--- src/rtl/sm_addsub_pkg.sv ---
// Shared types for the sign-magnitude add/sub pipeline.
// The stage payload structs fix the datapath width at SM_WIDTH.
package sm_addsub_pkg;

  localparam int SM_WIDTH = 16;
  localparam int SM_TAG_W = 4;
  localparam int RES_W    = SM_WIDTH + 1;

  typedef struct packed {
    logic                a_sign;
    logic                b_sign;
    logic [SM_WIDTH-1:0] a_mag;
    logic [SM_WIDTH-1:0] b_mag;
    logic                eff_sub;
    logic                a_ge_b;
    logic                b_eff;
  } s1_payload_t;

  typedef struct packed {
    logic             sign;
    logic [RES_W-1:0] mag;
    logic             zero;
    logic             eff_sub;
  } s2_payload_t;

endpackage

--- src/rtl/sm_addsub_stage.sv ---
// Generic valid/ready pipeline register with synchronous flush and async active-low reset.
module sm_addsub_stage #(
  parameter int DATA_W = 8
) (
  input  logic              clk,
  input  logic              rst_n,
  input  logic              flush,
  input  logic              in_valid,
  output logic              in_ready,
  input  logic [DATA_W-1:0] in_data,
  output logic              out_valid,
  input  logic              out_ready,
  output logic [DATA_W-1:0] out_data
);

  assign in_ready = !out_valid || out_ready;

  // Flush wins over any capture; the data register only loads with a real beat.
  always_ff @(posedge clk or negedge rst_n) begin
    if (!rst_n) begin
      out_valid <= 1'b0;
      out_data  <= '0;
    end else if (flush) begin
      out_valid <= 1'b0;
    end else if (in_ready) begin
      out_valid <= in_valid;
      if (in_valid) begin
        out_data <= in_data;
      end
    end
  end

endmodule

--- src/rtl/sm_addsub_pipe.sv ---
// Two-stage sign-magnitude add/subtract core with valid/ready backpressure and flush.
// Define SM_ADDSUB_TAG_EN to carry an in_tag/out_tag sideband alongside each beat.
module sm_addsub_pipe
  import sm_addsub_pkg::*;
#(
  parameter int WIDTH = SM_WIDTH,
  parameter int TAG_W = SM_TAG_W
) (
  input  logic             clk,
  input  logic             rst_n,
  input  logic             flush,
`ifdef SM_ADDSUB_TAG_EN
  input  logic [TAG_W-1:0] in_tag,
  output logic [TAG_W-1:0] out_tag,
`endif
  input  logic             in_valid,
  output logic             in_ready,
  input  logic             a_sign,
  input  logic             b_sign,
  input  logic [WIDTH-1:0] a_mag,
  input  logic [WIDTH-1:0] b_mag,
  input  logic             op_sub,
  output logic             out_valid,
  input  logic             out_ready,
  output logic             out_sign,
  output logic [WIDTH:0]   out_mag,
  output logic             out_zero,
  output logic             out_eff_sub
);

  s1_payload_t s1_in, s1_q;
  s2_payload_t s2_in, s2_q;
  logic        s1_valid;
  logic        s2_in_ready;
  logic        in_b_eff;

  assign in_b_eff       = b_sign ^ op_sub;
  assign s1_in.a_sign   = a_sign;
  assign s1_in.b_sign   = b_sign;
  assign s1_in.a_mag    = a_mag;
  assign s1_in.b_mag    = b_mag;
  assign s1_in.eff_sub  = a_sign ^ in_b_eff;
  assign s1_in.a_ge_b   = (a_mag >= b_mag);
  assign s1_in.b_eff    = in_b_eff;

  // Larger magnitude minus smaller; an exact cancellation always yields +0.
  always_comb begin
    s2_in         = '0;
    s2_in.eff_sub = s1_q.eff_sub;
    if (!s1_q.eff_sub) begin
      s2_in.mag  = {1'b0, s1_q.a_mag} + {1'b0, s1_q.b_mag};
      s2_in.sign = s1_q.a_sign;
    end else if (s1_q.a_ge_b) begin
      s2_in.mag  = {1'b0, s1_q.a_mag - s1_q.b_mag};
      s2_in.sign = s1_q.a_sign && (s1_q.a_mag != s1_q.b_mag);
    end else begin
      s2_in.mag  = {1'b0, s1_q.b_mag - s1_q.a_mag};
      s2_in.sign = s1_q.b_eff;
    end
    s2_in.zero = (s2_in.mag == '0);
  end

`ifdef SM_ADDSUB_TAG_EN
  logic [TAG_W-1:0]                   s1_tag;
  logic [$bits(s1_payload_t)+TAG_W-1:0] s1_d, s1_qv;
  logic [$bits(s2_payload_t)+TAG_W-1:0] s2_d, s2_qv;
  assign s1_d            = {in_tag, s1_in};
  assign {s1_tag, s1_q}  = s1_qv;
  assign s2_d            = {s1_tag, s2_in};
  assign {out_tag, s2_q} = s2_qv;
`else
  logic [$bits(s1_payload_t)-1:0] s1_d, s1_qv;
  logic [$bits(s2_payload_t)-1:0] s2_d, s2_qv;
  assign s1_d = s1_in;
  assign s1_q = s1_qv;
  assign s2_d = s2_in;
  assign s2_q = s2_qv;
`endif

  sm_addsub_stage #(.DATA_W($bits(s1_d))) u_stage1 (
    .clk       (clk),
    .rst_n     (rst_n),
    .flush     (flush),
    .in_valid  (in_valid),
    .in_ready  (in_ready),
    .in_data   (s1_d),
    .out_valid (s1_valid),
    .out_ready (s2_in_ready),
    .out_data  (s1_qv)
  );

  sm_addsub_stage #(.DATA_W($bits(s2_d))) u_stage2 (
    .clk       (clk),
    .rst_n     (rst_n),
    .flush     (flush),
    .in_valid  (s1_valid),
    .in_ready  (s2_in_ready),
    .in_data   (s2_d),
    .out_valid (out_valid),
    .out_ready (out_ready),
    .out_data  (s2_qv)
  );

  assign out_sign    = s2_q.sign;
  assign out_mag     = s2_q.mag;
  assign out_zero    = s2_q.zero;
  assign out_eff_sub = s2_q.eff_sub;

endmodule

--- config.mk ---
export PLATFORM = sky130hd
export DESIGN_NAME = sm_addsub_pipe
export DESIGN_NICKNAME = d
export VERILOG_FILES = /design/src/rtl/sm_addsub_pkg.sv /design/src/rtl/sm_addsub_stage.sv /design/src/rtl/sm_addsub_pipe.sv
export SDC_FILE = /design/constraint.sdc
export NUM_CORES = 1
export LEC_CHECK = 0
export BUFFER_PORTS_ARGS = -buffer_cell sky130_fd_sc_hd__buf_4
export CORE_MARGIN = 1.5
export CORE_UTILIZATION = 25
export CTS_BUF_LIST = sky130_fd_sc_hd__clkbuf_8
export CTS_CLUSTER_DIAMETER = 40
export CTS_CLUSTER_SIZE = 40
export DETAILED_ROUTE_END_ITERATION = 6
export HOLD_SLACK_MARGIN = 0.1
export MAX_ROUTING_LAYER = met4
export PLACE_DENSITY_LB_ADDON = 0.05
export SETUP_SLACK_MARGIN = 0.3
export SLEW_MARGIN = 0
export SYNTH_ARGS = -nofsm -noshare
export SYNTH_HDL_FRONTEND = slang
export SYNTH_SLANG_ARGS = --single-unit
export TNS_END_PERCENT = 1
--- constraint.sdc ---
create_clock -name clk -period 3.69 [get_ports clk]
set_clock_uncertainty 0.05 [all_clocks]
set_input_delay 0.1845 -clock clk [delete_from_list [all_inputs] [get_ports clk]]
set_output_delay 0.1845 -clock clk [all_outputs]
set_load 0.03 [all_outputs]
## Word level (Yosys, flattened, before mapping)

Index checks and enable logic that the tools add are counted.

| cells by class | value |
|---|---|
| add/sub/neg operators | 3 |
| order comparisons | 1 |
| eq/ne operators | 1 |
| muxes and demuxes | 6 |
| bitwise logic cells | 3 |
| reduce and logical (&&, ||, !) cells | 10 |

Operator list:

| kind | number |
|---|---|
| 18-bit two-way mux | 2 |
| 16-bit subtractor | 2 |
| 16-bit by 16-bit adder with 17-bit output | 1 |
| 17-bit zero test | 1 |
| 16-bit >= comparator | 1 |
| 16-bit inequality test | 1 |
| 3-bit AND reduction | 2 |
| 1-bit two-way mux | 4 |
| 2-bit nonzero test | 2 |
| 1-bit zero test | 2 |
| 1-bit logical OR | 2 |
| 1-bit bitwise XOR | 2 |
| 1-bit logical AND | 1 |
| 1-bit NOT | 1 |

| word-level totals | value |
|---|---|
| register bits | 59 |
| input port bits | 40 |
| output and inout bits | 22 |
| logic and storage cells | 28 |

## Logic depth before layout (Yosys ltp)

| depth | value |
|---|---|
| depth after elaboration | 5 |
| depth in mapped cells | 12 |

## By module

A second synthesis with hierarchy kept.

| unflattened totals | value |
|---|---|
| cell total of the unflattened synthesis | 542 |
| area, all modules | 5341.4 um^2 |

Modules (own cells, without submodules):

| module | instances | cells each | area an instance (um^2) | sequential area each (um^2) |
|---|---|---|---|---|
| sm_addsub_pipe | 1 | 410 | 2935.3 | 0.0 |
| sm_addsub_stage (u_stage1) | 1 | 84 | 1589.0 | 950.9 |
| sm_addsub_stage (u_stage2) | 1 | 48 | 817.0 | 525.5 |

## Worst setup path before layout

Ideal clock, no wire load.

| timing path | value |
|---|---|
| kind | register -> register |
| from | reg u_stage1.out_data[4] |
| to | reg u_stage2.out_data[1] |
| setup time | 0.122 ns |
| data arrival time | 2.722 ns |
| data required time | 3.518 ns |
| path slack | 0.797 ns |
| stages on the path, launching flop included | 12 |
| buffers on the path | 0 |
| clock period less this slack | 2.893 ns |
| path through | dfrtp_1 inv_1 ha_1 nand2b_1 a2111o_1 nand4b_1 a31oi_1 o41a_1 a311oi_1 xnor2_1 nor2_1 a32o_1 |

| on the way | value |
|---|---|
| word-level cells in the longest chain between the ends | 4 |

RTL lines:

| item | RTL line | text |
|---|---|---|
| start: declaration | sm_addsub_stage.sv:13 | `output logic [DATA_W-1:0] out_data` |
| start signal: assignment | sm_addsub_stage.sv:28 | `out_data <= in_data;` |
| 16-bit subtractor, on equally long branches | sm_addsub_pipe.sv:57, sm_addsub_pipe.sv:54 |  |
| 18-bit two-way mux | sm_addsub_pipe.sv:53 | `end else if (s1_q.a_ge_b) begin` |
| 18-bit two-way mux (*) | sm_addsub_pipe.sv:50 | `if (!s1_q.eff_sub) begin` |
| 17-bit zero test (*) | sm_addsub_pipe.sv:60 | `s2_in.zero = (s2_in.mag == '0);` |
| end signal: assignment | sm_addsub_stage.sv:28 |  |
| end: declaration | sm_addsub_stage.sv:13 |  |

Mark *: on every way between the ends. The rest lies on a longest branch, timed or not.
A chain may end at the register's enable or synchronous reset.

## Worst setup path after layout

Ends and elaborated chain as after synthesis.

==> impl_metrics.ini <==
[outcome]
outcome = finished, final reports clean

[timing]
worst_slew_pin_slew_ns = 0.777
finalMaxSlewViolations = 0
grt_setup_unrepaired = false
fin_ws_ns = 0.487
setup_violations = 0
finalHoldViolCount = 0
finalSetupTns_ns = 0
post-route-period-util = 0.868
period_minus_slack_ns = 3.20
relSlewSlack = 0.482
max_freq_mhz = 312

[floorplan]
start_util = 0.255
die_h_um = 144
die_area_sq_um = 20700
coreArea_sq_um = 19500
dieWidth_um = 144
fp-row-count = 51
ios = 62

[drt]
drtIter0Drc = 207
firstDrtPassIters = 4
drt_wl_total_um = 15300
vias_per_cell = 4.66
num_vias = 4374
detail-route-antenna-nets = 0
post-route-drc-count = 0
wl_per_cell_um = 16.3

[global_route]
antenna_found_initial = 0
grtUsageTotal = 0.159
grt_max_degree = 59
grt-ovfl-total = 0
grt_pass1_wl_um = 24200
grt_pass1_vias = 4322

[clock_network]
cts_root_buffer = clkbuf_8
clk_path_buf_depth = 2
numCtsBuffers = 9
cts_tree = yes
path_clk_slew_ns = 0.07
cts_setup_buffers = 0
cts_max_level = 3
cts_sinks = 58
clkLatencyLatePin_ns = 0.36

[place]
hpwl_um = 12000
place_area_sq_um = 5690
io_buffers = 61
post-place-ws_ns = 0.426
gp_congestion = 0.884

[worst_setup_path]
crit_fanout = 6
crit_path_start_kind = register
end_kind = register
crit_required_ns = 3.93
critPathKind = reg2reg
worstPathArrival_ns = 3.45

[cells_and_area]
final_cell_mix = buf_4 (72), ha_1 (67), inv_1 (65)
stdcell_area_sq_um = 6300
final_common_cell = buf_4
drive_above_1_share = 0.181
layout.nets = 780
n_antenna_cell = 0
syn_to_final_growth_pct = 26.9

[synthesis]
synth_edf_count = 0
synth.top_cell.area_share = 0.292
ys_warn_count = 0
syn_inst = 574
synth_fp_nets = 684
ys.flop_type = dfrtp_1
async_flop_share = 1.00
yosysTopAreaCell = dfrtp_1
synthTopCellsByArea = dfrtp_1 (29%), ha_1 (17%), o21ai_0 (4.8%), nand2_1 (4.8%), inv_1 (4.8%)
syn_avg_cell_area_sq_um = 8.65
synth-seq-cells = 58
ys_types = 70
ys_seq_area_frac = 0.292
netlist_area_sq_um = 4960

[power_and_ir_drop]
power_density_nw_per_um2 = 522
leakagePower_nw = 3.00
irDropWorstVdd_mv = 0.164

[hold_path]
hp-class = in2reg

[flow_run]
maxCapViolations = 0
## cell families after synthesis
kind of cell / share of synthesized area
AOI/OAI and AO/OA: 0.215
xor gates and xnor gates: 0.0229
adders and majority gates: 0.181
buffers and inverters: 0.0786
DFF: 0.292
muxes: 0.0534
and+or+nand+nor: 0.157
## flip-flops by register name, summed over array words and instances (netlist names)
signal,flops
u_stage1.out_data,36
u_stage2.out_data,20
u_stage1.out_valid,1
u_stage2.out_valid,1
## routing by layer
metal	global-route usage	wire, um	up-vias
li1	-	-	2200
met1	0.222	7970	2063
met2	0.234	6470	95
met3	0.0287	596	16
met4	0.0456	251	0
met5	-	0	-
## what timing repair did
action                                  in CTS  in global routing
hold buffers                                37                  0
endpoints found under the hold margin       94                  0
resized for setup                            0                  4
endpoints found under the setup margin       0                  1
## layout make-up
class / instances / area (sq um)
multi-input combinational: 428 / 3150
sequential: 58 / 1450
timing repair buffer: 109 / 911
clock buffer: 11 / 151
clock inverter: 4 / 67.6
tap: 265 / 332
fill: 2095 / 13200
inverter: 64 / 240
## worst paths after layout
kind	startpoint	to	slack (ns)	cells after the start
min	b_sign	u_stage1.out_data[2]	0.16	4
min in group asynchronous	rst_n	u_stage2.out_data[19]	0.40	2
max	u_stage1.out_data[4]	u_stage2.out_data[1]	0.49	11
max in group asynchronous	rst_n	u_stage1.out_data[12]	2.67	2
max reg2reg	u_stage1.out_data[4]	u_stage2.out_data[1]	0.49	11
min reg2reg	u_stage2.out_data[7]	u_stage2.out_data[7]	0.43	2
## synth_stat cells, types with 5 or more instances
cell type and count:
dfrtp_1 58, ha_1 67, buf_2 5, a211oi_1 9, clkbuf_1 11, xnor2_1 11, nand2_1 64, o21ai_0 48
inv_1 63, nand3_1 8, o221ai_1 5, nor2_1 40, a21o_1 12, o31ai_1 5, o21bai_1 5, a21oi_1 33
mux2_2 20, o211ai_1 5, nand2b_1 10, nand4_1 7, a221oi_1 5, nor3_1 5
## power breakdown
group / internal (W) / switching (W) / total, W
Sequential: 0.000779 / 0.000120 / 0.000899
Combinational: 0.000652 / 0.00106 / 0.00171
Clock: 0.000409 / 0.000272 / 0.000681
Total: 0.00184 / 0.00145 / 0.00329
## metrics by stage
step,instances,utilization,hold WS (ns),total power [W]
finish,939,0.324,0.160,0.00329
global route,939,0.324,0.200,0.00354
CTS,939,0.322,0.143,0.00332
detailed placement,887,0.292,0.277,0.00258
global placement,887,0.292,0.280,0.00259
floorplan,574,-,-0.161,0.00201
## critical path: stages (launching register included)
cell	delay, ns
dfrtp_1	0.50
inv_1	0.14
ha_1	0.35
nand2b_1	0.20
a2111o_1	0.43
nand4b_1	0.15
a31oi_1	0.13
o41a_1	0.35
o21ai_0	0.23
nand2_1	0.10
xnor2_1	0.31
a32o_1	0.21
(Power assumes the default switching activity.)
